$ cat src/rtl/gpio_seg_scan_pkg.sv
// Shared 7-segment types and active-low glyph table for the GPIO hex display scanner.
package seg_pkg;

  typedef logic [6:0] seg_t;

  localparam seg_t SEG_OFF = 7'h7F;

  // Patterns are {g,f,e,d,c,b,a}, active-low, indexed by nibble value
  localparam seg_t SEG_HEX [16] = '{
    7'h40, 7'h79, 7'h24, 7'h30, 7'h19, 7'h12, 7'h02, 7'h78,
    7'h00, 7'h10, 7'h08, 7'h03, 7'h46, 7'h21, 7'h06, 7'h0E
  };

endpackage

$ cat src/rtl/gpio_seg_scan_if.sv
// Bundle between the GPIO output port / mask source and the display scanner pins.
interface gpio_seg_scan_if
  import seg_pkg::*;
#(
  parameter int N_DIGITS = 8
);

  logic [31:0]         data_in;
  logic [N_DIGITS-1:0] blank_mask;
  logic [N_DIGITS-1:0] dp_mask;
  logic [N_DIGITS-1:0] an;
  seg_t                seg;
  logic                dp;
  logic                frame_tick;

  modport master (
    output data_in, blank_mask, dp_mask,
    input  an, seg, dp, frame_tick
  );

  modport slave (
    input  data_in, blank_mask, dp_mask,
    output an, seg, dp, frame_tick
  );

endinterface

$ cat src/rtl/gpio_seg_scan_hex7seg.sv
// Combinational nibble to active-low 7-segment decoder with a forced-dark input.
module hex7seg
  import seg_pkg::*;
(
  input  logic [3:0] nibble,
  input  logic       blank,
  output seg_t       seg
);

  // Glyph lookup, overridden when the digit is dark
  always_comb begin
    if (blank) begin
      seg = SEG_OFF;
    end else begin
      seg = SEG_HEX[nibble];
    end
  end

endmodule

$ cat src/rtl/gpio_seg_scan.sv
// Time-multiplexed hex display of a GPIO word with a frame-synchronous shadow register.
// Optional leading-zero blanking is enabled by defining SEG_LZB_EN.
module gpio_seg_scan
  import seg_pkg::*;
#(
  parameter int N_DIGITS    = 8,
  parameter int REFRESH_DIV = 100000,
  parameter int CNT_W       = 17
)(
  input  logic              clk,
  input  logic              rst,
  gpio_seg_scan_if.slave    bus
);

  localparam int IDX_W = (N_DIGITS > 1) ? $clog2(N_DIGITS) : 1;
  localparam int DW    = 4 * N_DIGITS;
  localparam logic [CNT_W-1:0] CNT_LAST = CNT_W'(REFRESH_DIV - 1);
  localparam logic [IDX_W-1:0] IDX_LAST = IDX_W'(N_DIGITS - 1);

  logic [CNT_W-1:0]    cnt_r;
  logic [IDX_W-1:0]    idx_r;
  logic [DW-1:0]       shadow_data_r;
  logic [N_DIGITS-1:0] shadow_blank_r;
  logic [N_DIGITS-1:0] shadow_dp_r;
  logic [N_DIGITS-1:0] an_r;
  seg_t                seg_r;
  logic                dp_r;
  logic                frame_tick_r;

  logic                cnt_wrap_s;
  logic                frame_end_s;
  logic [3:0]          nibble_s;
  logic [N_DIGITS-1:0] lz_s;
  logic [N_DIGITS-1:0] an_s;
  logic                dark_s;
  logic                dp_s;
  seg_t                seg_dec_s;

  assign cnt_wrap_s  = (cnt_r == CNT_LAST);
  assign frame_end_s = cnt_wrap_s && (idx_r == IDX_LAST);

  // Refresh divider and digit scan index
  always_ff @(posedge clk) begin
    if (!rst) begin
      cnt_r <= {CNT_W{1'b0}};
      idx_r <= {IDX_W{1'b0}};
    end else if (cnt_wrap_s) begin
      cnt_r <= {CNT_W{1'b0}};
      idx_r <= (idx_r == IDX_LAST) ? {IDX_W{1'b0}} : idx_r + IDX_W'(1);
    end else begin
      cnt_r <= cnt_r + CNT_W'(1);
    end
  end

  // Frame snapshot: inputs are only sampled on the last cycle of the last digit
  always_ff @(posedge clk) begin
    if (!rst) begin
      shadow_data_r  <= {DW{1'b0}};
      shadow_blank_r <= {N_DIGITS{1'b0}};
      shadow_dp_r    <= {N_DIGITS{1'b0}};
      frame_tick_r   <= 1'b0;
    end else begin
      frame_tick_r <= frame_end_s;
      if (frame_end_s) begin
        shadow_data_r  <= bus.data_in[DW-1:0];
        shadow_blank_r <= bus.blank_mask;
        shadow_dp_r    <= bus.dp_mask;
      end
    end
  end

`ifdef SEG_LZB_EN
  // Zero digits above the highest nonzero nibble go dark; digit 0 always shows
  function automatic logic [N_DIGITS-1:0] lead_zero_mask(input logic [DW-1:0] word);
    logic seen;
    lead_zero_mask = {N_DIGITS{1'b0}};
    seen           = 1'b0;
    for (int i = N_DIGITS - 1; i > 0; i--) begin
      if (word[4*i +: 4] != 4'h0) begin
        seen = 1'b1;
      end else begin
        seen = seen;
      end
      lead_zero_mask[i] = ~seen;
    end
  endfunction

  assign lz_s = lead_zero_mask(shadow_data_r);
`else
  assign lz_s = {N_DIGITS{1'b0}};
`endif

  assign nibble_s = shadow_data_r[{idx_r, 2'b00} +: 4];

  hex7seg u_hex7seg (
    .nibble (nibble_s),
    .blank  (dark_s),
    .seg    (seg_dec_s)
  );

  // Next-output selection for the digit currently indexed
  always_comb begin
    an_s        = {N_DIGITS{1'b1}};
    an_s[idx_r] = 1'b0;
    dark_s      = shadow_blank_r[idx_r] | lz_s[idx_r];
    if (shadow_blank_r[idx_r]) begin
      dp_s = 1'b1;
    end else begin
      dp_s = ~shadow_dp_r[idx_r];
    end
  end

  // Registered display pins
  always_ff @(posedge clk) begin
    if (!rst) begin
      an_r  <= {N_DIGITS{1'b1}};
      seg_r <= SEG_OFF;
      dp_r  <= 1'b1;
    end else begin
      an_r  <= an_s;
      seg_r <= seg_dec_s;
      dp_r  <= dp_s;
    end
  end

  assign bus.an         = an_r;
  assign bus.seg        = seg_r;
  assign bus.dp         = dp_r;
  assign bus.frame_tick = frame_tick_r;

endmodule

$ cat src/flat_wrapper.sv
// flat-port wrapper written by rule: the top's interface ports become plain ports
module gpio_seg_scan_flat import seg_pkg::*;
#(
  parameter int N_DIGITS    = 8,
  parameter int REFRESH_DIV = 100000,
  parameter int CNT_W       = 17
)
  (clk, rst, bus_data_in, bus_blank_mask, bus_dp_mask, bus_an, bus_seg, bus_dp, bus_frame_tick);
  gpio_seg_scan_if #(.N_DIGITS(N_DIGITS)) bus_i ();
  input  logic clk;
  input  logic rst;
  input wire logic [$bits(bus_i.data_in)-1:0] bus_data_in;
  input wire logic [$bits(bus_i.blank_mask)-1:0] bus_blank_mask;
  input wire logic [$bits(bus_i.dp_mask)-1:0] bus_dp_mask;
  output wire logic [$bits(bus_i.an)-1:0] bus_an;
  output wire logic [$bits(bus_i.seg)-1:0] bus_seg;
  output wire logic [$bits(bus_i.dp)-1:0] bus_dp;
  output wire logic [$bits(bus_i.frame_tick)-1:0] bus_frame_tick;
  assign bus_i.data_in = bus_data_in;
  assign bus_i.blank_mask = bus_blank_mask;
  assign bus_i.dp_mask = bus_dp_mask;
  assign bus_an = bus_i.an;
  assign bus_seg = bus_i.seg;
  assign bus_dp = bus_i.dp;
  assign bus_frame_tick = bus_i.frame_tick;
  gpio_seg_scan #(.N_DIGITS(N_DIGITS), .REFRESH_DIV(REFRESH_DIV), .CNT_W(CNT_W)) u_core (.clk(clk), .rst(rst), .bus(bus_i));
endmodule
$ cat config.mk
export PLATFORM = sky130hd
export DESIGN_NAME = gpio_seg_scan_flat
export DESIGN_NICKNAME = d
export VERILOG_FILES = /design/src/rtl/gpio_seg_scan_pkg.sv /design/src/rtl/gpio_seg_scan_if.sv /design/src/rtl/gpio_seg_scan_hex7seg.sv /design/src/rtl/gpio_seg_scan.sv /design/src/flat_wrapper.sv
export SDC_FILE = /design/constraint.sdc
export NUM_CORES = 1
export LEC_CHECK = 0
export BUFFER_PORTS_ARGS = -buffer_cell sky130_fd_sc_hd__buf_2
export CAP_MARGIN = 20
export CORE_MARGIN = 4
export CORE_UTILIZATION = 46
export CTS_BUF_LIST = sky130_fd_sc_hd__clkbuf_8
export DETAILED_ROUTE_END_ITERATION = 10
export GPL_TIMING_DRIVEN = 0
export PLACE_DENSITY = 0.67
export SLEW_MARGIN = 40
export SYNTH_ARGS = -nofsm -noshare
export SYNTH_HDL_FRONTEND = slang
export SYNTH_HIERARCHICAL = 1
export SYNTH_SLANG_ARGS = --single-unit
$ cat constraint.sdc
create_clock -name clk -period 3.11 [get_ports clk]
set_clock_uncertainty 0.15 [all_clocks]
set_input_delay 0.4665 -clock clk [delete_from_list [all_inputs] [get_ports clk]]
set_output_delay 0.4665 -clock clk [all_outputs]
set_load 0.01 [all_outputs]
Word-level counts from Yosys, hierarchy flattened
Memories as Yosys holds them, arrays and structs flattened. A register that Yosys moved wholly into a read port is not among the register bits.
Index checks and enable logic that the tools add are counted.
- add/subtract/negate cells: 2
- order comparisons: 2
- equal/unequal tests: 2
- shift operators: 1
- muxes and demuxes: 10
- bitwise logic cells: 5
- reduce and logical (&&, ||, !) cells: 5
- operators by type and width (operator ; count):
    $shiftx A32 B6 Y4 ; 1
    $add A17 B1 Y17 const B ; 1
    $eq A17 B17 Y1 const B ; 1
    $mux W3 ; 3
    $not A8 Y8 ; 1
    $bmux W1 S3 ; 2
    $reduce_or A2 Y1 ; 3
    $not A4 Y5 ; 1
    $lt A3 B4 Y1 const B ; 1
    $mux W1 ; 4
    $add A3 B1 Y3 const B ; 1
    $demux W1 S3 ; 1
    $eq A3 B3 Y1 const B ; 1
    $ge A3 B1 Y1 const B ; 1
    $logic_and A1 B1 Y1 ; 2
    $not A1 Y1 ; 2
    $or A1 B1 Y1 ; 1
- register bits after elaboration: 78
- memory bits (read-only): 120
- logic and storage cells: 37
- memories kept: 2
- memory list (memory ; words ; width ; rd ports ; clocked after memory_dff ; write ports ; RTL line ; text):
    (no name shown) ; 16 ; 7 ; 1 ; 1 ; 0 ; gpio_seg_scan_hex7seg.sv:15 ; seg = SEG_HEX[nibble];
    (no name shown) ; 8 ; 1 ; 1 ; 1 ; 0 ; gpio_seg_scan.sv:105 ; dark_s = shadow_blank_r[idx_r] | lz_s[idx_r];

Longest topological paths before layout
Gate-level depths: netlist (run 1).
- depth after elaboration: 5
- gate-level depth with buffers: 10

Cells and area by module
Netlist (run 1), hierarchy kept.
- modules (own cells, without submodules) (module ; times used ; cells an instance ; area each (µm²)):
    gpio_seg_scan ; 1 ; 400 ; 3696.0
    hex7seg ; 1 ; 39 ; 276.5

Worst setup path before layout (run 1)
OpenSTA, ideal clock, no wires.
- path type: reg-to-reg
- from: register u_core.idx_r[1]
- to: register u_core.seg_r[3], in the netlist u_core/bus.seg[3]
- setup time: 126 ps
- arrival: 2526 ps
- required time: 2834 ps
- path slack: 308 ps
- cell stages (with the launch flop): 10
- path buffers: 2
- period minus slack after synthesis: 2802 ps
- path through: dfxtp_1 clkbuf_1 clkbuf_1 mux4_2 mux2_2 ha_1 nor2b_1 a2111oi_0 a31oi_1 nand2b_1
- RTL lines (element ; RTL line ; text):
    from (decl) ; gpio_seg_scan.sv:21 ; logic [IDX_W-1:0] idx_r;
    from (signal assigned) ; gpio_seg_scan.sv:46 ; idx_r <= {IDX_W{1'b0}};
    from (signal assigned) ; gpio_seg_scan.sv:49 ; idx_r <= (idx_r == IDX_LAST) ? {IDX_W{1'b0}} : idx_r + IDX_W'(1);
    $shiftx A32 B6 Y4 ; gpio_seg_scan.sv:93 ; assign nibble_s = shadow_data_r[{idx_r, 2'b00} +: 4];
    net u_core.nibble_s[0] ; gpio_seg_scan.sv:32 ; logic [3:0] nibble_s;
    $not A4 Y5 (not written as such) ; gpio_seg_scan_hex7seg.sv:15 ;
    to (decl) ; gpio_seg_scan.sv:26 ; seg_t seg_r;
The timed path passes the listed nets, and every way through them passes these cells. The select of a mux whose other input is x is not followed.
A chain may end at the register's enable or synchronous reset.

Worst setup path after layout (run 1)
- from: register u_core.idx_r[0]
- to: register u_core.seg_r[2], in the netlist u_core/bus.seg[2]
The elaborated chain is that of the path after synthesis.

==> results by group, run 1 <==
Outcome
  • Status: finished clean

Synth
  • Leading area contributor after synthesis: dfxtp_1
  • Yosys reg bits: 85
  • Post-synth top cells: dfxtp_1 (85), nand4_1 (55), a21oi_1 (52)
  • Combinational family with the most area after synthesis: simple AND/OR/NAND/NOR gates
  • Multiplexer share of the synthesized area: 9.48%
  • Top FF cell, synth: dfxtp_1
  • Yosys warns: 6
  • EDFF count, synth: 0
  • Async set-reset flop share out of synthesis: 0%
  • Post-synthesis average cell area: 9.05 µm²
  • Synth Cell Area: 0.00397 mm²
  • Top cell type's share of synthesized area: 42.8%
  • Top post-synthesis cells by area: dfxtp_1 (43%), nand4_1 (8.7%), mux4_2 (6.8%)
  • Syn Nets: 499
  • Post-Synth Adder-Cell Area: 3.15%
  • Count leader, synth: dfxtp_1
  • Compound-Gate Fraction of Synth Area: 16.0%
  • Gate Count Post-Synth: 439
  • Post-synthesis sequential area ratio: 42.8%
  • Synth cell types: 42
  • Post-Synth Simple-Gate Area: 19.7%
  • XOR/XNOR share of the synthesized area: 2.87%

Finish
  • Final instance area: 0.00464 mm²
  • Diode count: 0
  • Non-filler cells, final: 623
  • Area Overhead vs Synth: 16.8%
  • Share of layout cells above drive strength 1: 22.6%
  • Final #Nets: 575
  • Final Util: 55.9%

Worst setup path
  • Crit end category: flip-flop
  • Reg-to-Reg End: u_core/bus.seg[2]
  • WP data required: 3.19 ns
  • Slowest-stage cell, CP: mux4_2
  • Maximum fanout along the worst path: 10
  • Worst setup SP type: flip-flop
  • R2r startpoint: u_core/idx_r[0]
  • Worst R2R Setup Slack: 0.20 ns
  • Cells on worst reg2reg path: 9
  • CP Cell Sequence: clkbuf_4 -> clkbuf_4 -> mux4_2 -> mux2_2 -> inv_1 -> ha_1 -> inv_1 -> a311o_1 -> nand2b_1
  • Crit path kind: flip-flop to flip-flop
  • CP max stage delay: 0.54 ns
  • Crit path DAT: 2.99 ns

Placement
  • IO Port Bufs: 66
  • RD Place Congestion: 0.813
  • Post-DP Area: 0.00443 mm²
  • Inst Count DP: 610
  • Hpwl dp: 7390 µm

Drt
  • 1st-pass router iterations: 4
  • DRC Markers: 0
  • Wire per inst: 16.4 µm
  • Vias post-DR: 3573
  • Final wirelength: 10200 µm
  • Detail Route Antenna Nets: 0
  • DR vias/cell: 5.74
  • Initial DRC Count: 103

Pwr
  • Maximum VDD drop: 0.287 mV
  • Pwr dens: 428 mW/mm²
  • Pleak: 1.62 nW
  • Overall Power: 1.98 mW

Global routing
  • Total GRT Usage: 20.3%
  • Total gr overflow: 0
  • First-pass GRT wire length: 16300 µm
  • Grt peak-use layer: met2
  • Initial antenna violation count: 0
  • M2 GR Usage: 32.7%
  • GRT met3 Usage: 4.01%
  • Largest net degree at the start of global routing: 19
  • Met1 GRT Util: 27.0%
  • Vias in the first global route: 3392

Timing
  • Slew margin rel.: 55.9%
  • Hold Violations, Final: 0
  • Final period util: 93.5%
  • Final setup fails: 0
  • Final Critical Period: 2.91 ns
  • RSZ-0062 raised after global routing: no
  • Measured slew at the worst slew-check pin: 0.658 ns
  • Hold slack: 0.218 ns
  • Max-slew violations: 0
  • Fmax: 344 MHz

Clock network
  • Postcts setup bufs: 0
  • H-tree Lvls: 3
  • Worst-case clock buffer depth: 2
  • CTS buffer count: 9
  • TritonCTS clock tree: yes
  • CTS sink count: 85
  • Clk_lat worst skew: 0.35 ns
  • Root Driver: clkbuf_8
  • Worst-path clk slew: 0.08 ns

Floorplan
  • Core Region: 0.00830 mm²
  • Area of the die: 0.0102 mm²
  • Initial core utilization: 47.9%
  • Row cnt: 33
  • Die Height: 101 µm
  • Chip width: 101 µm
  • Top Ports: 67

Hold path
  • WHS Endpoint: u_core/shadow_dp_r[0]
  • HP Class: input pin to flip-flop
  • Min-Delay Path Depth: 3
  • Hold_sp: bus_dp_mask[0]

Run
  • Max-cap violations: 0
==> worst max-delay path by stage <==
stage,depth (start not counted),endpoint,start,slack [ns]
2_1_floorplan,9,u_core/bus.seg[3],u_core/idx_r[1],0.31
3_3_place_gp,9,u_core/bus.seg[3],u_core/idx_r[1],-0.22
3_5_place_dp,9,u_core/bus.seg[3],u_core/idx_r[1],-0.27
4_1_cts,10,u_core/bus.seg[3],u_core/idx_r[0],0.02
5_1_grt,10,u_core/bus.seg[0],u_core/idx_r[0],0.05
6_report,9,u_core/bus.seg[2],u_core/idx_r[0],0.20
==> per-stage QoR <==
step,TNS [ns],setup slack (ns)
3_5_place_dp,-0.661,-0.269
6_report,0,0.201
2_1_floorplan,0,0.308
3_3_place_gp,-0.521,-0.223
5_1_grt,0,0.0495
4_1_cts,0,0.0230
==> registers in the layout (all words and copies together) (netlist names) <==
register,flops
u_core/bus.seg,7
u_core/bus.frame_tick,1
u_core/bus.dp,1
u_core/shadow_data_r,32
u_core/idx_r,3
u_core/shadow_dp_r,8
u_core/cnt_r,17
u_core/bus.an,8
u_core/shadow_blank_r,8
==> final cells by class <==
cell class	instances	area, µm²
fill	795	3660
multi-input combinational	301	2040
inverter	10	37.5
sequential	85	1700
clock inverter	5	71.3
tap	105	131
buffer	42	206
clock buffer	9	124
timing repair buffer	66	330
==> power by group <==
group	switching [mW]	internal, mW	total, mW
Clock	0.374	0.436	0.810
Sequential	0.00532	1.10	1.10
Combinational	0.0397	0.0338	0.0735
Total	0.419	1.56	1.98
==> logic make-up (layout without fill, tap and decap cells) <==
| group | Yosys count | count (layout) |
|---|---|---|
| and+or+nand+nor | 137 | 137 |
| AOI/OAI and AO/OA | 119 | 119 |
| DFF | 85 | 85 |
| buffers and inverters | 53 | 132 |
| muxes | 22 | 22 |
| xor gates and xnor gates | 13 | 13 |
| adders and majority gates | 10 | 10 |
==> layer usage <==
layer / vias up / wire length [µm]
met3: 8 / 574
met4: 0 / 129
li1: 1772 / -
met1: 1699 / 4560
met2: 94 / 4920
met5: - / 0
==> worst max-delay path, delay by kind of cell, from the launching register on <==
family / cells / cell delay [ns]
simple gates: 1 / 0.14
compound gates: 1 / 0.33
mux: 2 / 0.89
fa+ha+maj: 1 / 0.22
flops: 1 / 0.35
buf+inv: 4 / 0.71
==> cells in the final DEF (no fill, tap or decap), types with 8 or more instances in the layout <==
cell	instances
dfxtp_1	85
buf_2	70
nand4_1	55
a21oi_1	52
o21ai_0	48
clkbuf_1	24
nor2_1	24
nand3_1	13
inv_1	12
mux4_2	12
ha_1	10
clkbuf_8	9
nand2_1	9
xnor2_1	9
nand2b_1	8
==> what timing repair did <==
action | in CTS | in global routing
setup endpoints to repair | 4 | 3
resized for setup | 2 | 5
hold buffers | 0 | 0
Power figures use the tool's default switching activity.
==> run 2: changes to the inputs <==
--- a/config.mk
+++ b/config.mk
@@ -9,7 +9,7 @@
 export CAP_MARGIN = 20
 export CORE_MARGIN = 4
 export CORE_UTILIZATION = 46
-export CTS_BUF_LIST = sky130_fd_sc_hd__clkbuf_8
+export CTS_BUF_LIST = sky130_fd_sc_hd__clkbuf_16
 export DETAILED_ROUTE_END_ITERATION = 10
 export GPL_TIMING_DRIVEN = 0
 export PLACE_DENSITY = 0.67
==> run 2 against run 1 <==
  * Combinational power hardly changed
  * Power increased by 14%
  * Critical path depth did not move
  * Register-to-register slack about the same
==> results by group, run 2 (synthesis gave the netlist of run 1 again) <==
Floorplan
  • Core Region: 0.00830 mm²
  • Area of the die: 0.0102 mm²
  • Top Ports: 67
  • Row cnt: 33
  • Chip width: 101 µm
  • Initial core utilization: 47.9%
  • Die Height: 101 µm

Pwr
  • Pwr dens: 477 mW/mm²
  • Pleak: 1.66 nW
  • Maximum VDD drop: 0.287 mV

Placement
  • Pre-CTS WS: -0.269 ns
  • Hpwl dp: 7390 µm
  • RD Place Congestion: 0.813
  • Post-DP Area: 0.00443 mm²
  • IO Port Bufs: 66

Clock network
  • H-tree Lvls: 3
  • Worst-path clk slew: 0.06 ns
  • Hold-fix buffers at CTS: 0
  • CTS sink count: 85
  • Root Driver: clkbuf_16
  • PostCTS Resize Cnt: 2
  • TritonCTS clock tree: yes
  • Postcts setup bufs: 0
  • CTS buffer count: 9
  • Worst-case clock buffer depth: 2
  • Clk_lat worst skew: 0.33 ns

Drt
  • Initial DRC Count: 113
  • Final wirelength: 10100 µm
  • Vias post-DR: 3569
  • 1st-pass router iterations: 4
  • Wire per inst: 16.2 µm
  • DR vias/cell: 5.73
  • DRC Markers: 0
  • Detail Route Antenna Nets: 0

Worst setup path
  • Cells on worst reg2reg path: 9
  • CP top delay family: multiplexers
  • CP max stage delay: 0.54 ns
  • WP data required: 3.17 ns
  • Crit path kind: flip-flop to flip-flop
  • Maximum fanout along the worst path: 10
  • Worst setup SP type: flip-flop
  • Crit end category: flip-flop
  • CP Depth: 9
  • Crit path DAT: 2.98 ns
  • Worst path bufs/invs: 4
  • CP Cell Sequence: clkbuf_4 -> clkbuf_4 -> mux4_2 -> mux2_2 -> inv_1 -> ha_1 -> inv_1 -> a311o_1 -> nand2b_1
  • Slowest-stage cell, CP: mux4_2

Timing
  • Final setup fails: 0
  • Hold Violations, Final: 0
  • Slew margin rel.: 53.2%
  • Max-slew violations: 0
  • Final setup TNS: 0 ns
  • RSZ-0062 raised after global routing: no
  • Hold slack: 0.241 ns
  • Final period util: 93.9%
  • Fmax: 342 MHz
  • Worst setup margin: 0.190 ns
  • Measured slew at the worst slew-check pin: 0.698 ns
  • Final Critical Period: 2.92 ns

Global routing
  • First-pass GRT wire length: 16300 µm
  • Initial antenna violation count: 0
  • Total GRT Usage: 20.2%
  • Largest net degree at the start of global routing: 19
  • Vias in the first global route: 3408
  • Total gr overflow: 0

Finish
  • Share of layout cells above drive strength 1: 22.6%
  • Final Util: 57.1%
  • Final #Nets: 575
  • Area Overhead vs Synth: 19.3%
  • Most frequent cells in the layout: dfxtp_1 (85), buf_2 (70), nand4_1 (55)
  • Most flop-heavy register: u_core/shadow_data_r
  • Final instance area: 0.00474 mm²
  • Max reg flops: 32
  • Biggest regs: u_core/shadow_data_r x32, u_core/cnt_r x17
  • Commonest non-fill, non-tap cell in the layout: dfxtp_1
  • Diode count: 0

Outcome
  • Status: finished clean

Hold path
  • HP Class: input pin to flip-flop
  • Min-Delay Path Depth: 3

Run
  • Max-cap violations: 0
-- run 2: cell counts in the layout (fill, tap and decap cells not counted) --
Identical to the previous run, type by type.
-- run 2: power breakdown --
part / switching [mW] / total [mW] / internal, mW
Sequential: 0.00510 / 1.10 / 1.10
Clock: 0.398 / 1.08 / 0.685
Combinational: 0.0396 / 0.0733 / 0.0338
Total: 0.443 / 2.26 / 1.82
-- run 2: cell type report --
type                    count  area [µm²]
fillers                   775        3560
multi-input cells         301        2040
flip-flops and latches     85        1700
repair buffers             66         330
clock buffers               9         225
plain buffers              42         206
well taps                 105         131
clock inverters             5        71.3
inverters                  10        37.5
-- run 2: layer usage --
metal / track usage [%] / routed length (µm) / part of all wire [%] / up-vias
met4: 7.98 / 195 / 1.9 / 0
met5: 0 / 0 / 0 / -
li1: - / - / - / 1781
met1: 27.0 / 4550 / 45 / 1690
met2: 32.6 / 4880 / 48 / 82
met3: 3.32 / 466 / 4.6 / 16
-- run 2: through the flow --
step | cells | total power, mW
6_report | 623 | 2.26
2_1_floorplan | 439 | 1.15
4_1_cts | 623 | 2.28
3_3_place_gp | 610 | 1.20
5_1_grt | 623 | 2.33
3_5_place_dp | 610 | 1.20
-- run 2: path summary, 6_finish.rpt --
kind                         start                     to  slack [ns]
max                u_core/idx_r[0]      u_core/bus.seg[2]        0.19
max reg2reg        u_core/idx_r[0]      u_core/bus.seg[2]        0.19
min reg2reg  u_core/shadow_dp_r[5]  u_core/shadow_dp_r[5]        0.32
min                 bus_dp_mask[0]  u_core/shadow_dp_r[0]        0.24
-- run 2: worst min-delay path, delay by kind of cell --
family / cells / cell delay (ns)
simple gates: 1 / 0.06
compound gates: 1 / 0.06
buf+inv: 1 / 0.09
==> run 3: changes to the inputs <==
--- a/config.mk
+++ b/config.mk
@@ -7,12 +7,14 @@
 export LEC_CHECK = 0
 export BUFFER_PORTS_ARGS = -buffer_cell sky130_fd_sc_hd__buf_2
 export CAP_MARGIN = 20
+export CELL_PAD_IN_SITES_DETAIL_PLACEMENT = 1
+export CELL_PAD_IN_SITES_GLOBAL_PLACEMENT = 1
 export CORE_MARGIN = 4
-export CORE_UTILIZATION = 46
+export CORE_UTILIZATION = 42
 export CTS_BUF_LIST = sky130_fd_sc_hd__clkbuf_16
 export DETAILED_ROUTE_END_ITERATION = 10
 export GPL_TIMING_DRIVEN = 0
-export PLACE_DENSITY = 0.67
+export PLACE_DENSITY_LB_ADDON = 0.1
 export SLEW_MARGIN = 40
 export SYNTH_ARGS = -nofsm -noshare
 export SYNTH_HDL_FRONTEND = slang
==> run 3 against run 2 <==
  * Sequential cell count is the same
  * Critical endpoint is now u_core/bus.seg[3]
  * Maximum frequency is 4.7% lower
  * Via count increased by 2.9%
  * Final cell count rose by 4.3%
  * Global-route usage is 1.5 points higher
==> results by group, run 3 (synthesis gave the netlist of run 1 again) <==
Finish
  • Area Overhead vs Synth: 20.7%
  • Diode count: 0
  • Most frequent cells in the layout: dfxtp_1 (85), buf_2 (70), nand4_1 (55)
  • Final #Nets: 576
  • Biggest regs: u_core/shadow_data_r x32, u_core/cnt_r x17
  • Max reg flops: 32
  • Most flop-heavy register: u_core/shadow_data_r
  • Commonest non-fill, non-tap cell in the layout: dfxtp_1
  • Final instance area: 0.00479 mm²
  • FILL cells: 1111
  • Non-filler cells, final: 650
  • Share of layout cells above drive strength 1: 23.2%

Floorplan
  • Top Ports: 67
  • Chip width: 105 µm
  • Row cnt: 35
  • Initial core utilization: 43.0%
  • Core Region: 0.00924 mm²
  • Die Height: 105 µm
  • Area of the die: 0.0111 mm²

Pwr
  • Maximum VDD drop: 0.297 mV
  • Overall Power: 2.32 mW
  • Pleak: 1.66 nW
  • Pwr dens: 485 mW/mm²

Timing
  • Measured slew at the worst slew-check pin: 0.596 ns
  • Final Critical Period: 3.06 ns
  • Fmax: 327 MHz
  • Hold Violations, Final: 0
  • Max-slew violations: 0
  • Final setup fails: 0
  • Final setup TNS: 0 ns
  • Slew margin rel.: 60.2%
  • Final period util: 98.5%
  • Worst setup margin: 0.0474 ns
  • RSZ-0062 raised after global routing: no

Placement
  • RD Place Congestion: 0.806
  • Hpwl dp: 8360 µm
  • Post-DP Area: 0.00446 mm²
  • Inst Count DP: 634
  • IO Port Bufs: 66
  • Pre-CTS WS: -0.396 ns

Drt
  • Wire per inst: 18.2 µm
  • DRC Markers: 0
  • Final wirelength: 11900 µm
  • Vias post-DR: 3673
  • Detail Route Antenna Nets: 0
  • DR vias/cell: 5.65
  • Initial DRC Count: 155
  • 1st-pass router iterations: 4

Worst setup path
  • Maximum fanout along the worst path: 10
  • Crit path DAT: 3.12 ns
  • Cells on worst reg2reg path: 9
  • WP data required: 3.16 ns
  • R2r startpoint: u_core/idx_r[1]
  • Worst setup SP type: flip-flop
  • Worst R2R Setup Slack: 0.05 ns
  • Crit path kind: flip-flop to flip-flop
  • Crit end category: flip-flop
  • Reg-to-Reg End: u_core/bus.seg[3]

Global routing
  • Vias in the first global route: 3728
  • Total gr overflow: 0
  • First-pass GRT wire length: 19300 µm
  • Largest net degree at the start of global routing: 15
  • Total GRT Usage: 21.7%
  • Initial antenna violation count: 0

Hold path
  • Hold_sp: bus_data_in[7]
  • HP Class: input pin to flip-flop
  • Min-Delay Path Depth: 3
  • WHS Endpoint: u_core/shadow_data_r[7]

Clock network
  • TritonCTS clock tree: yes
  • CTS buffer count: 9
  • Clk_lat worst skew: 0.33 ns
  • CTS sink count: 85
  • Root Driver: clkbuf_16
  • Worst-case clock buffer depth: 2
  • H-tree Lvls: 3
  • Worst-path clk slew: 0.07 ns

Outcome
  • Status: finished clean

Run
  • Max-cap violations: 0
## run 3: cell types whose count changed in the layout (fill, tap and decap cells not counted), sizes merged
cell      change
buf           +2
clkinv        +2
clkinvlp      +2
inv           -2
clkbuf        -1
## run 3: power by group
part	internal, mW	leakage (nW)	switching, mW
combinational	0.0338	0.825	0.0418
clock	0.700	0.150	0.447
sequential	1.10	0.688	0.00524
## run 3: cell type report
| type | instances | area, µm² | area share (%) |
|---|---|---|---|
| multi-input combinational | 301 | 2030 | 42.4 |
| sequential | 85 | 1700 | 35.5 |
| timing repair buffer | 66 | 330 | 6.89 |
| clock buffer | 9 | 225 | 4.70 |
| buffer | 43 | 214 | 4.46 |
| tap | 129 | 161 | 3.37 |
| clock inverter | 7 | 91.3 | 1.91 |
| inverter | 10 | 37.5 | 0.783 |
## run 3: how the worst max path moves through the flow
stage	slack [ns]	cells after the start	to	from
after floorplan	0.31	9	u_core/bus.seg[3]	u_core/idx_r[1]
after global placement	-0.34	9	u_core/bus.seg[3]	u_core/idx_r[1]
after detailed placement	-0.40	9	u_core/bus.seg[3]	u_core/idx_r[1]
after CTS	0.04	9	u_core/bus.seg[0]	u_core/idx_r[1]
after global routing	0.005	9	u_core/bus.seg[0]	u_core/idx_r[1]
final	0.05	9	u_core/bus.seg[3]	u_core/idx_r[1]
## run 3: critical path: stages, from the launching register on
cell and delay [ns]:
dfxtp_1 0.34, clkbuf_2 0.30, clkbuf_4 0.31, mux4_2 0.36, mux2_2 0.36, ha_1 0.24, nor2b_1 0.15, a2111oi_0 0.46
a31oi_1 0.09, nand2b_1 0.17
## run 3: repair_timing
item,CTS,global route
endpoints found under the setup margin,6,2
setup buffers,0,0
gates resized for setup,5,5
hold buffers,0,0
## run 3: routing by layer
metal	track usage (%)	share of wire (%)
met3	3.18	3.3
met5	0	0
met4	6.84	1.5
met2	35.1	47
met1	30.0	48
## run 3: through the flow
step	util, %	hold slack (ns)
6_report	51.9	0.231
5_1_grt	51.9	0.238
4_1_cts	51.8	0.226
3_5_place_dp	48.3	0.316
3_3_place_gp	48.3	0.305
2_1_floorplan	-	0.291
